===== src/rtl/seg_scan_ctrl_if.sv =====
// Load handshake bundle for seg_scan_ctrl: BCD value offered with valid/ready.
// Digit0 occupies load_data[3:0].
interface seg_scan_ctrl_if #(
    parameter int NUM_DIGITS = 4
);
    logic                    load_valid;
    logic                    load_ready;
    logic [4*NUM_DIGITS-1:0] load_data;

    modport master (
        output load_valid,
        output load_data,
        input  load_ready
    );

    modport slave (
        input  load_valid,
        input  load_data,
        output load_ready
    );
endinterface


===== src/rtl/seg_scan_ctrl.sv =====
// seg_scan_ctrl: multiplexed seven-segment scan with frame-aligned value swap.
// Define SEG_ACTIVE_LOW_EN to invert seg/dig_en for common-anode displays.
module seg_scan_ctrl #(
    parameter int NUM_DIGITS   = 4,
    parameter int DWELL_CYCLES = 1000,
    parameter int BLANK_CYCLES = 16
) (
    input  logic                  clk,
    input  logic                  rst_n,
    input  logic                  i_ena,
    input  logic                  i_blank_lz,
    seg_scan_ctrl_if.slave        load_if,
    output logic [6:0]            o_seg,
    output logic [NUM_DIGITS-1:0] o_dig_en,
    output logic                  o_frame_done
);
    localparam int VW = 4 * NUM_DIGITS;
    localparam int DW = (NUM_DIGITS > 1) ? $clog2(NUM_DIGITS) : 1;
    localparam int KW = (DWELL_CYCLES > 1) ? $clog2(DWELL_CYCLES) : 1;

    localparam logic [DW-1:0] D_LAST  = DW'(NUM_DIGITS - 1);
    localparam logic [KW-1:0] K_LAST  = KW'(DWELL_CYCLES - 1);
    localparam logic [KW:0]   K_BLANK = (KW + 1)'(BLANK_CYCLES);

`ifdef SEG_ACTIVE_LOW_EN
    localparam logic [6:0]            SEG_POL = '1;
    localparam logic [NUM_DIGITS-1:0] DIG_POL = '1;
`else
    localparam logic [6:0]            SEG_POL = '0;
    localparam logic [NUM_DIGITS-1:0] DIG_POL = '0;
`endif

    typedef enum logic [1:0] {
        S_IDLE,
        S_BLANK,
        S_DRIVE
    } state_t;

    state_t                r_state;
    logic [DW-1:0]         r_digit;
    logic [KW-1:0]         r_k;
    logic [VW-1:0]         r_active;
    logic [VW-1:0]         r_pending;
    logic                  r_pend_vld;
    logic [6:0]            r_seg;
    logic [NUM_DIGITS-1:0] r_dig_en;
    logic                  r_frame_done;

    state_t                w_nxt_state;
    logic [DW-1:0]         w_nxt_digit;
    logic [KW-1:0]         w_nxt_k;
    logic [VW-1:0]         w_nxt_active;
    logic                  w_hs;
    logic                  w_apply;
    logic [NUM_DIGITS-1:0] w_keep;
    logic                  w_seen;
    logic [3:0]            w_nib;
    logic                  w_lit;
    logic [NUM_DIGITS-1:0] w_dig_oh;
    logic                  w_drive;
    logic [6:0]            w_seg_nxt;
    logic [NUM_DIGITS-1:0] w_dig_nxt;
    logic                  w_fd_nxt;

    function automatic logic [6:0] seg_decode(input logic [3:0] v);
        logic [6:0] s;
        case (v)
            4'd0:    s = 7'b0111111;
            4'd1:    s = 7'b0000110;
            4'd2:    s = 7'b1011011;
            4'd3:    s = 7'b1001111;
            4'd4:    s = 7'b1100110;
            4'd5:    s = 7'b1101101;
            4'd6:    s = 7'b1111101;
            4'd7:    s = 7'b0000111;
            4'd8:    s = 7'b1111111;
            4'd9:    s = 7'b1101111;
            default: s = 7'b1000000;
        endcase
        return s;
    endfunction

    // Next position is computed first; outputs register its decode (lookahead).
    always_comb begin
        w_nxt_state = S_IDLE;
        w_nxt_digit = '0;
        w_nxt_k     = '0;
        if (i_ena) begin
            if (r_state != S_IDLE) begin
                if (r_k == K_LAST) begin
                    w_nxt_digit = (r_digit == D_LAST) ? '0 : r_digit + 1'b1;
                end else begin
                    w_nxt_digit = r_digit;
                    w_nxt_k     = r_k + 1'b1;
                end
            end
            w_nxt_state = ({1'b0, w_nxt_k} < K_BLANK) ? S_BLANK : S_DRIVE;
        end
    end

    assign load_if.load_ready = ~r_pend_vld;
    assign w_hs    = load_if.load_valid & ~r_pend_vld;
    assign w_apply = r_pend_vld & ((r_state == S_IDLE) | r_frame_done);
    assign w_nxt_active = w_apply ? r_pending : r_active;

    // Scan from the top digit down; a digit stays lit once a nonzero is seen.
    always_comb begin
        w_keep = '0;
        w_seen = 1'b0;
        for (int d = NUM_DIGITS - 1; d >= 0; d--) begin
            w_seen    = w_seen | (|w_nxt_active[4*d +: 4]);
            w_keep[d] = w_seen | ~i_blank_lz | (d == 0);
        end
    end

    always_comb begin
        w_nib    = '0;
        w_lit    = 1'b0;
        w_dig_oh = '0;
        for (int d = 0; d < NUM_DIGITS; d++) begin
            if (w_nxt_digit == DW'(d)) begin
                w_nib       = w_nxt_active[4*d +: 4];
                w_lit       = w_keep[d];
                w_dig_oh[d] = 1'b1;
            end
        end
        w_drive   = (w_nxt_state == S_DRIVE) & w_lit;
        w_seg_nxt = w_drive ? seg_decode(w_nib) : '0;
        w_dig_nxt = w_drive ? w_dig_oh : '0;
        w_fd_nxt  = (w_nxt_state != S_IDLE) &
                    (w_nxt_digit == D_LAST) &
                    (w_nxt_k == K_LAST);
    end

    always_ff @(posedge clk or negedge rst_n) begin
        if (!rst_n) begin
            r_state <= S_IDLE;
            r_digit <= '0;
            r_k     <= '0;
        end else begin
            r_state <= w_nxt_state;
            r_digit <= w_nxt_digit;
            r_k     <= w_nxt_k;
        end
    end

    always_ff @(posedge clk or negedge rst_n) begin
        if (!rst_n) begin
            r_active   <= '0;
            r_pending  <= '0;
            r_pend_vld <= 1'b0;
        end else begin
            r_active <= w_nxt_active;
            if (w_hs) begin
                r_pending  <= load_if.load_data;
                r_pend_vld <= 1'b1;
            end else if (w_apply) begin
                r_pend_vld <= 1'b0;
            end
        end
    end

    always_ff @(posedge clk or negedge rst_n) begin
        if (!rst_n) begin
            r_seg        <= SEG_POL;
            r_dig_en     <= DIG_POL;
            r_frame_done <= 1'b0;
        end else begin
            r_seg        <= w_seg_nxt ^ SEG_POL;
            r_dig_en     <= w_dig_nxt ^ DIG_POL;
            r_frame_done <= w_fd_nxt;
        end
    end

    assign o_seg        = r_seg;
    assign o_dig_en     = r_dig_en;
    assign o_frame_done = r_frame_done;
endmodule

===== src/flat_wrapper.sv =====
// flat-port wrapper written by rule: the top's interface ports become plain ports
module seg_scan_ctrl_flat 
#(
    parameter int NUM_DIGITS   = 4,
    parameter int DWELL_CYCLES = 1000,
    parameter int BLANK_CYCLES = 16
)
  (clk, rst_n, i_ena, i_blank_lz, o_seg, o_dig_en, o_frame_done, load_if_load_valid, load_if_load_data, load_if_load_ready);
  seg_scan_ctrl_if #(.NUM_DIGITS(NUM_DIGITS)) load_if_i ();
  input  logic clk;
  input  logic rst_n;
  input  logic i_ena;
  input  logic i_blank_lz;
  output logic [6:0] o_seg;
  output logic [NUM_DIGITS-1:0] o_dig_en;
  output logic o_frame_done;
  input wire logic [$bits(load_if_i.load_valid)-1:0] load_if_load_valid;
  input wire logic [$bits(load_if_i.load_data)-1:0] load_if_load_data;
  output wire logic [$bits(load_if_i.load_ready)-1:0] load_if_load_ready;
  assign load_if_i.load_valid = load_if_load_valid;
  assign load_if_i.load_data = load_if_load_data;
  assign load_if_load_ready = load_if_i.load_ready;
  seg_scan_ctrl #(.NUM_DIGITS(NUM_DIGITS), .DWELL_CYCLES(DWELL_CYCLES), .BLANK_CYCLES(BLANK_CYCLES)) u_core (.clk(clk), .rst_n(rst_n), .i_ena(i_ena), .i_blank_lz(i_blank_lz), .load_if(load_if_i), .o_seg(o_seg), .o_dig_en(o_dig_en), .o_frame_done(o_frame_done));
endmodule

===== config.mk =====
export PLATFORM = sky130hd
export DESIGN_NAME = seg_scan_ctrl_flat
export DESIGN_NICKNAME = d
export VERILOG_FILES = /design/src/rtl/seg_scan_ctrl_if.sv /design/src/rtl/seg_scan_ctrl.sv /design/src/flat_wrapper.sv
export SDC_FILE = /design/constraint.sdc
export NUM_CORES = 1
export LEC_CHECK = 0
export CAP_MARGIN = 20
export CORE_ASPECT_RATIO = 0.75
export CORE_MARGIN = 2
export CORE_UTILIZATION = 45
export DETAILED_ROUTE_END_ITERATION = 10
export HOLD_SLACK_MARGIN = 0.06
export PLACE_DENSITY = 0.72
export SLEW_MARGIN = 10
export SYNTH_ARGS = -nofsm -noshare
export SYNTH_HDL_FRONTEND = slang
export SYNTH_SLANG_ARGS = --single-unit

===== constraint.sdc =====
create_clock -name clk -period 3.8 [get_ports clk]
set_input_delay 0.57 -clock clk [delete_from_list [all_inputs] [get_ports clk]]
set_output_delay 0.57 -clock clk [all_outputs]
set_load 0.005 [all_outputs]

# Yosys cells after proc, flatten, opt, wreduce, memory -nomap -nowiden
# Memories as Yosys holds them, arrays and structs flattened.
# Index checks and enable logic that the tools add are counted.
op_classes:
  add_sub_neg: 2
  magnitude_cmp: 1
  eq_ne: 7
  mux: 26
  bitwise_logic: 13
  reduce_logical: 8
op_table:
  columns: ["operator", "n"]
  rows:
  - ["$mux 10", 4]
  - ["$eq 10x10->1 const B", 2]
  - ["$mux 4", 5]
  - ["$mux 16", 1]
  - ["$mux 2", 6]
  - ["$reduce_or 4->1", 3]
  - ["$add 10x1->10 const B", 1]
  - ["$lt 10x5->1 const B", 1]
  - ["$mux 1", 9]
  - ["$eq 2x2->1 const B", 4]
  - ["$mux 7", 1]
  - ["$or 1x1->1", 6]
  - ["$reduce_bool 2->1", 3]
  - ["$and 1x1->1", 5]
  - ["$logic_not 2->1", 2]
  - ["$add 2x1->2 const B", 1]
  - ["$eq 2x1->1 const B", 1]
  - ["$not 1->1", 2]
word_totals:
  regBits: 59
  rom_bits: 112
  input_bits: 21
  output_inout_bits: 13
  wordCells: 67
  mem_count: 1
memory_table:
  columns: ["memory", "words", "width", "rd", "rd_clocked_by_memory_dff", "wr", "line_no", "text"]
  rows:
  - ["(no name shown)", 16, 7, 1, 0, 0, "seg_scan_ctrl.sv:67", "case (v)"]

# Depth between registers and ports, before layout
# Gate-level depths: netlist of the first run.
logic_depth:
  ltp_word: 13
  ltp_mapped: 13

# Worst setup path before layout of the first run
# OpenSTA, ideal clock, no wires.
synth_path:
  path_type: "flip-flop to flip-flop"
  from: "register u_core.r_k[4]"
  to: "register u_core.r_seg[3], in the netlist u_core.o_seg[3]"
  arrival_time_ps: 2670
  path_slack_ps: 977
  path_stages_with_launch: 10
  period_less_slack_ps: 2823
  path_cell_list: "dfrtp_1 > or3b_4 > nor3_2 > mux2i_4 > clkbuf_1 > a21oi_1 > mux2i_1 > ha_1 > o211ai_1 > a21oi_1"
synth_via:
  elab_chain_len: 11
  elab_cells_between_ends: 27
synth_lines:
  columns: ["element", "line_no", "text"]
  rows:
  - ["start, declared", "seg_scan_ctrl.sv:41", "logic [KW-1:0] r_k;"]
  - ["start signal, assigned", "seg_scan_ctrl.sv:143", "r_k <= w_nxt_k;"]
  - ["$eq 10x10->1 *", "seg_scan_ctrl.sv:90", "if (r_k == K_LAST) begin"]
  - ["$mux 2 *", "seg_scan_ctrl.sv:90", null]
  - ["$mux 2 *", "seg_scan_ctrl.sv:89", "if (r_state != S_IDLE) begin"]
  - ["$mux 2 *", "seg_scan_ctrl.sv:88", "if (i_ena) begin"]
  - ["via u_core.w_nxt_digit[0]", "seg_scan_ctrl.sv:50", "logic [DW-1:0] w_nxt_digit;"]
  - ["$logic_not 2->1", "seg_scan_ctrl.sv:121", "if (w_nxt_digit == DW'(d)) begin"]
  - ["$mux 4 / $mux 1 (equally long branches) (4 in series)", "seg_scan_ctrl.sv:121", null]
  - ["$mem_v2 16x7 / $and 1x1->1 (equally long branches)", null, null]
  - ["$mux 7 *", "seg_scan_ctrl.sv:128", "w_seg_nxt = w_drive ? seg_decode(w_nib) : '0;"]
  - ["via u_core.w_seg_nxt[3]", "seg_scan_ctrl.sv:61", "logic [6:0] w_seg_nxt;"]
  - ["end signal, assigned", "seg_scan_ctrl.sv:169", "r_seg <= w_seg_nxt ^ SEG_POL;"]
  - ["end, declared", "seg_scan_ctrl.sv:45", "logic [6:0] r_seg;"]
# The timed path passes the listed nets; every way through them passes the cells marked *. The select of a mux whose other input is x is not followed.
# A chain may end at the register's enable or synchronous reset.

# Worst setup path after layout of the first run
layout_path:
  from: "input i_ena"
  to: "register u_core.r_seg[5], in the netlist u_core.o_seg[5]"
layout_via:
  elab_chain_len: 8
  elab_cells_between_ends: 18
layout_lines:
  columns: ["element", "line_no", "text"]
  rows:
  - ["start, declared", "flat_wrapper.sv:12", "input logic i_ena;"]
  - ["$mux 2", "seg_scan_ctrl.sv:88", null]
  - ["$logic_not 2->1", "seg_scan_ctrl.sv:121", null]
  - ["$mux 4 / $mux 1 (equally long branches) (4 in series)", "seg_scan_ctrl.sv:121", null]
  - ["$mem_v2 16x7 / $and 1x1->1 (equally long branches)", null, null]
  - ["$mux 7 *", "seg_scan_ctrl.sv:128", null]
  - ["via u_core.w_seg_nxt[5]", "seg_scan_ctrl.sv:61", null]
# The timed path passes the listed nets; every way through them passes the cells marked *.

==> impl_results.md, run 1 <==
* Endpoints failing hold at 0
* Slew @ Worst Pin at 0.538 ns
* Max Slew Vio Count at 0
* Clk slew on worst S/H paths at 0.06 ns
* Worst EP required at 4.06 ns
* Max-cap viol count at 0
* Area Overhead vs Synth at 23.3%
* Final ANT Viol Nets at 0
* Total setup buffers inserted after CTS at 0
* Crit Path Class: primary input to flip-flop
* Post-Synthesis Net Count at 277
* Fin crit share at 0.802
* Post-synth design cell area at 0.00289 mm²
* Most instantiated library cell after synthesis: dfrtp_1
* Via/cell ratio at 5.40
* Setup TNS at 0 ns
* Tot Pwr at 0.00183 W
* Die footprint at 0.00707 mm²
* First-pass GRT wire length at 9400 µm
* Commonest cells in the netlist: dfrtp_1, mux2_2, nor2_1, nand2_1, mux2i_1
* CTS Buffer Depth at 2
* Fin area at 0.00356 mm²
* Final Critical Period at 3.05 ns
* Placed inst area at 0.00334 mm²
* Drt total wl at 5580 µm
* Hold buffers post-CTS at 0
* Dpl hpwl at 4030 µm
* Ranking of synthesized cells by area: dfrtp_1, mux2_2, mux2i_1
* Library cells used by synthesis at 46
* IO Port Bufs at 33
* Post-synth ARST share at 1.00
* TritonCTS clock tree: done
* Clock share of power at 0.281
* Switch Pwr at 0.000559 W
* Worst setup EP type: flip-flop
* Drt first pass iters at 4
* VDD IR-drop max at 344 µV
* DR WL/cell at 14.6 µm
* Initial antenna violation count at 0
* Number of global-route vias before repair at 1,943
* Skew final at 0.00659 ns
* H-tree levels at 3
* Clock latency on the worst-skew pair at 0.34 ns
* Final setup viols at 0
* CTS Root Cell: clkbuf_8
* Flops & latches, synth at 59
* Critical Path Fanout Max at 11
* Outcome: completed
* Avg Inst Size Synth at 11.5 µm²
* Relative max-transition margin at 0.641
* IO Count at 34
* Initial Util at 0.461
* Antenna diodes at 0
* # nets final at 324
* DRT iter0 DRCs at 81
* Share of the synthesized area in the top cell type at 0.512
* Synth area leader: dfrtp_1
* Rows at 25
* Sequential power share at 0.447
* Core area at 0.00626 mm²
* Leakage power at 1.55 nW
* Worst setup SP type: primary input
* GRT Util Overall at 0.180
* Worst Setup SP: i_ena
* Minimum setup slack among reg-to-reg paths at 0.83 ns
* RD Place Congestion at 0.850
* TritonCTS buffer count at 9
* Cell Pwr Density at 515 mW/mm²
* Worst r2r dst: u_core.o_seg[5]
* Yosys warns at 0
* Register-to-Register Path Depth at 11
* PostCTS Resize Cnt at 0
* Hold WC Path Type: primary input to asynchronous set/reset pin
* Overflow after GRT at 0
* Cells after Synth at 250
* Layout cells sized above 1 at 0.229
* RSZ-0062 raised after global routing: false
* Width of the chip at 96.5 µm
* Crit Reg-Reg Startpoint: u_core.r_k[4]
* Synth Flop Type: dfrtp_1
* Floorplan die height at 73.3 µm
* WP data arrival at 3.31 ns
* Internal at 0.00127 W
* Number of synthesized flops with an enable pin at 0
* DRC at 0
* Vias at 2,062
* Pin count of the biggest net entering global routing at 45
* Seq/Total Area, Yosys at 0.512
* Logic pwr share at 0.272
* Maximum clock rate at 328 MHz
* Clock sinks at 59
* Sw Share at 0.305
-- routing by layer --
layer	track usage	wire (µm)	part of all wire
met1	0.251	2740	0.49
met2	0.257	2540	0.46
met3	0.0769	244	0.044
met4	0.0516	48	0.0086
met5	0	0	0
-- placed cells by master, fill, tap and decap left out, types with 3 or more instances in the layout --
master / synthesis / routed
clkdlybuf4s50_1: 0 / 32
nor3_1: 3 / 3
o21ai_0: 3 / 3
dfrtp_1: 59 / 59
mux2_2: 31 / 31
inv_1: 11 / 11
nor2_1: 26 / 26
ha_1: 6 / 6
clkbuf_8: 0 / 12
and3_1: 4 / 4
o211ai_1: 7 / 7
mux2i_1: 14 / 14
and2_1: 3 / 3
nand2_1: 17 / 17
a21oi_1: 9 / 9
nand3_1: 8 / 8
buf_4: 0 / 6
-- worst max-delay path: stages --
cell and delay (ns):
clkdlybuf4s50_1 0.51, inv_2 0.08, or4_1 0.57, mux2i_4 0.33, buf_4 0.25, a21oi_1 0.08, mux2i_1 0.27, inv_1 0.11
ha_1 0.21, nand2_1 0.07, o211ai_1 0.10, a21oi_1 0.16
-- layout make-up --
class | count | area (µm²)
fillers | 540 | 2700
repair buffers | 41 | 413
multi-input cells | 172 | 1340
clock buffers | 13 | 169
clock inverters | 2 | 10.0
inverters | 14 | 52.6
flip-flops and latches | 59 | 1480
well taps | 81 | 101
-- stage by stage --
step	instances	setup WS (ns)	hold slack (ns)	utilization
floorplan	250	0.977	0.274	-
global placement	365	0.521	0.491	0.533
detailed placement	365	0.437	0.496	0.533
CTS	380	0.656	0.428	0.562
global route	382	0.558	0.219	0.569
finish	382	0.754	0.216	0.569
-- registers in the layout (all words and copies together) (netlist names) --
name                 cells
u_core.r_state           2
u_core.r_pend_vld        1
u_core.o_frame_done      1
u_core.o_seg             7
u_core.r_k              10
u_core.r_active         16
u_core.r_digit           2
u_core.r_pending        16
u_core.o_dig_en          4
-- worst max path at each step --
stage,end,slack (ns)
after detailed placement,u_core.o_seg[5],0.44
after global routing,u_core.o_seg[5],0.56
after floorplan,u_core.o_seg[3],0.98
final,u_core.o_seg[5],0.75
after global placement,u_core.o_seg[3],0.52
after CTS,u_core.o_seg[5],0.66
-- power by group through the flow --
stage	combinational [W]	sequential, W	clock (W)
2_1_floorplan	0.000364	0.000807	0
3_3_place_gp	0.000479	0.000825	0
3_5_place_dp	0.000487	0.000831	0
4_1_cts	0.000494	0.000820	0.000531
5_1_grt	0.000550	0.000835	0.000562
6_report	0.000498	0.000819	0.000515
-- cell families (layout without fill, tap and decap cells) --
kind of cell,Yosys count,after routing,synth area share
mux,49,49,0.201
compound gates,31,31,0.0798
flops,59,59,0.512
buf+inv,19,70,0.0256
simple gates,82,82,0.144
xor+xnor,4,4,0.0121
fa+ha+maj,6,6,0.0260
(Power assumes the default switching activity.)
==> run 2: changes to the inputs <==
--- a/config.mk
+++ b/config.mk
@@ -11,7 +11,7 @@
 export CORE_UTILIZATION = 45
 export DETAILED_ROUTE_END_ITERATION = 10
 export HOLD_SLACK_MARGIN = 0.06
-export PLACE_DENSITY = 0.72
+export PLACE_DENSITY = 0.75
 export SLEW_MARGIN = 10
 export SYNTH_ARGS = -nofsm -noshare
 export SYNTH_HDL_FRONTEND = slang
==> constraint.sdc (replaced) <==
create_clock -name clk -period 2.65 [get_ports clk]
set_input_delay 0.3975 -clock clk [delete_from_list [all_inputs] [get_ports clk]]
set_output_delay 0.3975 -clock clk [all_outputs]
set_load 0.005 [all_outputs]
==> run 2 against run 1 <==
  * Combinational power up 92%
  * Worst setup slack worse by 0.70 ns
  * Clock skew up 0.0016 ns
  * Core utilization up 6.0 points
  * Critical path depth down 1
  * Non-clock buffer count up 24
  * Global-route usage up 1.9 points
  * Register-to-register slack worse by 0.77 ns
  * Die area unchanged
  * Critical path type is now flip-flop to flip-flop
  * Largest cell class unchanged
==> impl_results.md, run 2 (synthesized netlist as in run 1, its figures left out) <==
* Hold WC Path Type: primary input to asynchronous set/reset pin
* Critical Path Fanout Max at 5
* Hold slack final at 0.164 ns
* VDD IR-drop max at 481 µV
* Worst path cell trace: or3b_4 > nor3_4 > mux2i_4 > mux2_4 > nand2_1 > and2_4 > inv_2 > ha_4 > nand2_1 > o211ai_1 > a21oi_1
* DRT iter0 DRCs at 72
* Final setup viols at 0
* Fillers at 504
* DRC at 0
* Layout cells sized above 1 at 0.355
* CTS Buffer Depth at 2
* Die footprint at 0.00707 mm²
* Critical Path Max Stage Delay at 0.44 ns
* Floorplan die height at 73.3 µm
* TritonCTS clock tree: done
* Leakage power at 1.75 nW
* Clock latency on the worst-skew pair at 0.35 ns
* H-tree levels at 3
* Initial antenna violation count at 0
* Cell Pwr Density at 808 mW/mm²
* Dpl hpwl at 4440 µm
* Setup TNS at 0 ns
* DR WL/cell at 15.8 µm
* Width of the chip at 96.5 µm
* Register-to-Register Path Depth at 11
* CTS Root Cell: clkbuf_8
* Biggest registers after layout: u_core.r_active x16, u_core.r_pending x16, u_core.r_k x10
* Slew @ Worst Pin at 0.878 ns
* First-pass GRT wire length at 10,300 µm
* Endpoints failing hold at 0
* Worst setup EP type: flip-flop
* Commonest non-fill, non-tap cell in the layout: dfrtp_1
* Max-cap viol count at 0
* Area Overhead vs Synth at 36.4%
* Core area at 0.00626 mm²
* Max Slew Vio Count at 0
* Worst setup SP type: flip-flop
* Worst r2r dst: u_core.o_seg[5]
* Pin count of the biggest net entering global routing at 42
* RD Place Congestion at 0.907
* Number of global-route vias before repair at 2,230
* RSZ-0062 raised after global routing: true
* Outcome: completed
* Minimum setup slack among reg-to-reg paths at 0.06 ns
* Initial Util at 0.461
* WP data arrival at 2.86 ns
* Vias at 2,202
* Overflow after GRT at 0
* Skew final at 0.00818 ns
* Clock sinks at 59
* Crit Path Class: flip-flop to flip-flop
* TritonCTS buffer count at 9
* Via/cell ratio at 5.40
* Worst Setup SP: u_core.r_k[3]
* Slowest cell on the critical path: or3b_4
* CP most frequent cell: nand2_1
* # nets final at 349
* Crit Reg-Reg Startpoint: u_core.r_k[3]
* IO Count at 34
* GRT Util Overall at 0.199
* Final Critical Period at 2.59 ns
* Antenna diodes at 0
* Fin crit share at 0.979
* Rows at 25
* Maximum clock rate at 386 MHz
* Worst EP required at 2.92 ns
* Drt total wl at 6430 µm
* Clk slew on worst S/H paths at 0.07 ns
* Relative max-transition margin at 0.415
* Final ANT Viol Nets at 0
* IO Port Bufs at 33
* Most frequent cells in the layout: dfrtp_1, clkdlybuf4s50_1, buf_4
* Drt first pass iters at 4
[run 2: cell types whose count changed in the layout (fill, tap and decap cells not counted), moves of 3 or more]
cell | before | now
a21oi_1 | 9 | 6
a21oi_2 | 0 | 3
buf_4 | 6 | 30
bufinv_16 | 0 | 3
ha_1 | 6 | 3
ha_4 | 0 | 3
mux2i_1 | 14 | 10
mux2i_2 | 0 | 3
[run 2: metrics by stage]
step           std cells  total power (W)  utilization  cell area [µm²]  setup WS, ns
6_report             408          0.00318        0.629             3940        0.0569
5_1_grt              408          0.00335        0.629             3940       -0.0546
4_1_cts              403          0.00304        0.605             3780        0.0120
3_5_place_dp         387          0.00197        0.562             3510        -0.401
3_3_place_gp         387          0.00194        0.562             3510        -0.273
2_1_floorplan        250          0.00168            -             2910        0.0195
[run 2: layout make-up]
| cell class | count | area [µm²] | area share |
|---|---|---|---|
| repair buffers | 65 | 573 | 0.146 |
| multi-input cells | 173 | 1470 | 0.374 |
| flip-flops and latches | 59 | 1480 | 0.375 |
| clock inverters | 4 | 95.1 | 0.0242 |
| well taps | 81 | 101 | 0.0258 |
| inverters | 14 | 52.6 | 0.0134 |
| clock buffers | 12 | 165 | 0.0420 |
[run 2: what timing repair did]
item,in CTS,in global routing
endpoints found under the setup margin,3,7
hold buffers,0,0
pin swaps,0,11
gates cloned,0,2
setup buffers,0,3
resized for setup,2,27
[run 2: power breakdown]
part	switching, W	leakage, nW	internal, W	total (W)
registers	0.0000999	0.747	0.00107	0.00117
logic	0.000478	0.868	0.000477	0.000955
clock network	0.000350	0.133	0.000700	0.00105
total	0.000928	1.75	0.00225	0.00318
[run 2: routing by layer]
| metal | part of all wire | vias to the layer above | GRT usage |
|---|---|---|---|
| met3 | 0.055 | 18 | 0.0779 |
| met1 | 0.47 | 1077 | 0.252 |
| met4 | 0.023 | 0 | 0.0892 |
| li1 | - | 1043 | - |
| met5 | 0 | - | 0 |
| met2 | 0.45 | 64 | 0.303 |
[run 2: critical path, delay by kind of cell (launching register included)]
family          cells  cell delay [ns]
simple gates        5             0.98
mux                 2             0.69
fa+ha+maj           1             0.14
buf+inv             1             0.06
compound gates      2             0.27
flops               1             0.38
[run 2: worst max-delay path by stage]
stage	to	slack (ns)
2_1_floorplan	u_core.o_seg[3]	0.02
3_3_place_gp	u_core.o_seg[3]	-0.27
3_5_place_dp	u_core.o_seg[3]	-0.40
4_1_cts	u_core.o_seg[3]	0.01
5_1_grt	u_core.o_seg[5]	-0.05
6_report	u_core.o_seg[5]	0.06
==> run 3: changes to the inputs <==
--- a/config.mk
+++ b/config.mk
@@ -10,9 +10,11 @@
 export CORE_MARGIN = 2
 export CORE_UTILIZATION = 45
 export DETAILED_ROUTE_END_ITERATION = 10
+export GPL_ROUTABILITY_DRIVEN = 0
 export HOLD_SLACK_MARGIN = 0.06
 export PLACE_DENSITY = 0.75
 export SLEW_MARGIN = 10
 export SYNTH_ARGS = -nofsm -noshare
 export SYNTH_HDL_FRONTEND = slang
 export SYNTH_SLANG_ARGS = --single-unit
+export TNS_END_PERCENT = 10
==> run 3 against run 2 <==
  * Sequential power about the same
  * Wire length increased by 0.45%
  * Critical path depth decreased by 3
  * Worst hold slack about the same
  * Worst setup slack got worse by 0.012 ns
  * Register-to-register slack about the same
  * Combinational power decreased by 0.4%
  * Core utilization decreased by 0.060 points
  * Clock-buffer cell count unchanged
  * Clock skew about the same
  * Non-clock buffer count unchanged
  * Via count about the same
  * Critical path type unchanged
  * Largest power group unchanged
  * Highest routed layer unchanged
==> impl_results.md, run 3 (synthesized netlist as in run 1, its figures left out) <==
* Most frequent cells in the layout: dfrtp_1, clkdlybuf4s50_1, buf_4
* Antenna diodes at 0
* Max-cap viol count at 0
* Critical Path Max Stage Delay at 0.44 ns
* RSZ-0062 raised after global routing: true
* Internal at 0.00225 W
* Clock sinks at 59
* CTS Root Cell: clkbuf_8
* Number of global-route vias before repair at 2,230
* Area Overhead vs Synth at 36.3%
* Drt first pass iters at 4
* Max Slew Vio Count at 0
* FF+latch area at 0.00148 mm²
* Logic pwr share at 0.300
* Overflow after GRT at 0
* Worst Setup SP: u_core.r_k[3]
* Pin count of the biggest net entering global routing at 42
* Core area at 0.00626 mm²
* Outcome: completed
* TritonCTS buffer count at 9
* DRC at 0
* DR WL/cell at 15.8 µm
* Fillers at 506
* Biggest registers after layout: u_core.r_active x16, u_core.r_pending x16, u_core.r_k x10
* Utilization after layout at 0.628
* Maximum clock rate at 384 MHz
* IO Port Bufs at 33
* Layout cells sized above 1 at 0.355
* Relative max-transition margin at 0.410
* Clk slew on worst S/H paths at 0.07 ns
* Final ANT Viol Nets at 0
* Worst setup EP type: flip-flop
* Sequential power share at 0.370
* Floorplan die height at 73.3 µm
* CTS Buffer Depth at 2
* Drt total wl at 6460 µm
* Via/cell ratio at 5.39
* Clock share of power at 0.331
* TritonCTS clock tree: done
* Die footprint at 0.00707 mm²
* Critical Path Fanout Max at 5
* Switch Pwr at 0.000928 W
* IO Count at 34
* Placed inst area at 0.00351 mm²
* Vias at 2,200
* Crit Path Class: flip-flop to flip-flop
* Final non-filler cell total at 408
* Cell Pwr Density at 808 mW/mm²
* Worst path cell trace: or3b_4 > nor3_4 > mux2i_4 > buf_4 > mux2i_2 > mux2i_4 > or2_1 > a21oi_1
* Slowest cell on the critical path: or3b_4
* DRT iter0 DRCs at 102
* Final setup viols at 0
* Fin area at 0.00393 mm²
* Initial Util at 0.461
* Initial antenna violation count at 0
* Endpoints failing hold at 0
* WP data arrival at 2.88 ns
* Multi-input gate area at 0.00147 mm²
* Placed Cells at 387
* # nets final at 349
* Width of the chip at 96.5 µm
* Crit Reg-Reg Startpoint: u_core.r_k[3]
* H-tree levels at 3
* Slew @ Worst Pin at 0.884 ns
* Rows at 25
* Sw Share at 0.292
* Worst EP required at 2.92 ns
* First-pass GRT wire length at 10,300 µm
* Skew final at 0.00843 ns
* Hold buffers post-CTS at 0
* Commonest non-fill, non-tap cell in the layout: dfrtp_1
* Leakage power at 1.75 nW
* Dpl hpwl at 4440 µm
* Worst setup SP type: flip-flop
* Final Critical Period at 2.60 ns
* Fin crit share at 0.983
* Hold WC Path Type: primary input to asynchronous set/reset pin
* Clock latency on the worst-skew pair at 0.35 ns
* VDD IR-drop max at 481 µV
* GRT Util Overall at 0.199
* CP most frequent cell: mux2i_4
## run 3: cell type report
class                      instances  share of cell area
sequential                        59               0.376
multi-input combinational        173               0.374
timing repair buffer              65               0.145
clock buffer                      12              0.0420
tap                               81              0.0258
clock inverter                     4              0.0242
inverter                          14              0.0134
## run 3: layer usage
metal	wire, µm	GRT usage
met5	0	0
met4	137	0.0892
met3	360	0.0779
met2	2940	0.303
met1	3020	0.252
## run 3: critical path: cells and delay by family (launching register included)
| family | cells | cell delay (ns) |
|---|---|---|
| compound gates | 1 | 0.18 |
| flops | 1 | 0.38 |
| buf+inv | 1 | 0.22 |
| simple gates | 3 | 0.96 |
| mux | 3 | 0.78 |
## run 3: path summary, 6_finish.rpt
kind                                        to  slack (ns)  depth (start not counted)
setup / recovery               u_core.o_seg[5]        0.05                          8
max in group asynchronous   u_core.r_active[1]        1.78                          2
min in group clk           u_core.r_pending[0]        0.51                          1
hold reg to reg            u_core.r_pending[0]        0.51                          1
setup reg to reg               u_core.o_seg[5]        0.05                          8
hold / removal                   u_core.r_k[4]        0.16                          1
## run 3: what timing repair did
action                                 in CTS  in global routing
setup buffers                               0                  3
setup endpoints to repair                   3                  7
gates cloned                                0                  2
pin swaps                                   0                 10
resized for setup                           2                 26
endpoints found under the hold margin       0                  0
## run 3: metrics by stage
stage          setup WS [ns]  power (W)  TNS (ns)  hold WS, ns
2_1_floorplan         0.0195    0.00168         0        0.102
3_3_place_gp          -0.273    0.00194     -2.07        0.493
3_5_place_dp          -0.401    0.00197     -2.97        0.496
4_1_cts               0.0120    0.00304         0        0.192
5_1_grt              -0.0539    0.00334    -0.117        0.232
6_report              0.0451    0.00317         0        0.164
## run 3: power groups by stage
stage | sequential (W) | combinational, W | clock [W]
2_1_floorplan | 0.00116 | 0.000524 | 0
3_3_place_gp | 0.00118 | 0.000762 | 0
3_5_place_dp | 0.00119 | 0.000783 | 0
4_1_cts | 0.00117 | 0.000790 | 0.00108
5_1_grt | 0.00120 | 0.00103 | 0.00112
6_report | 0.00117 | 0.000951 | 0.00105
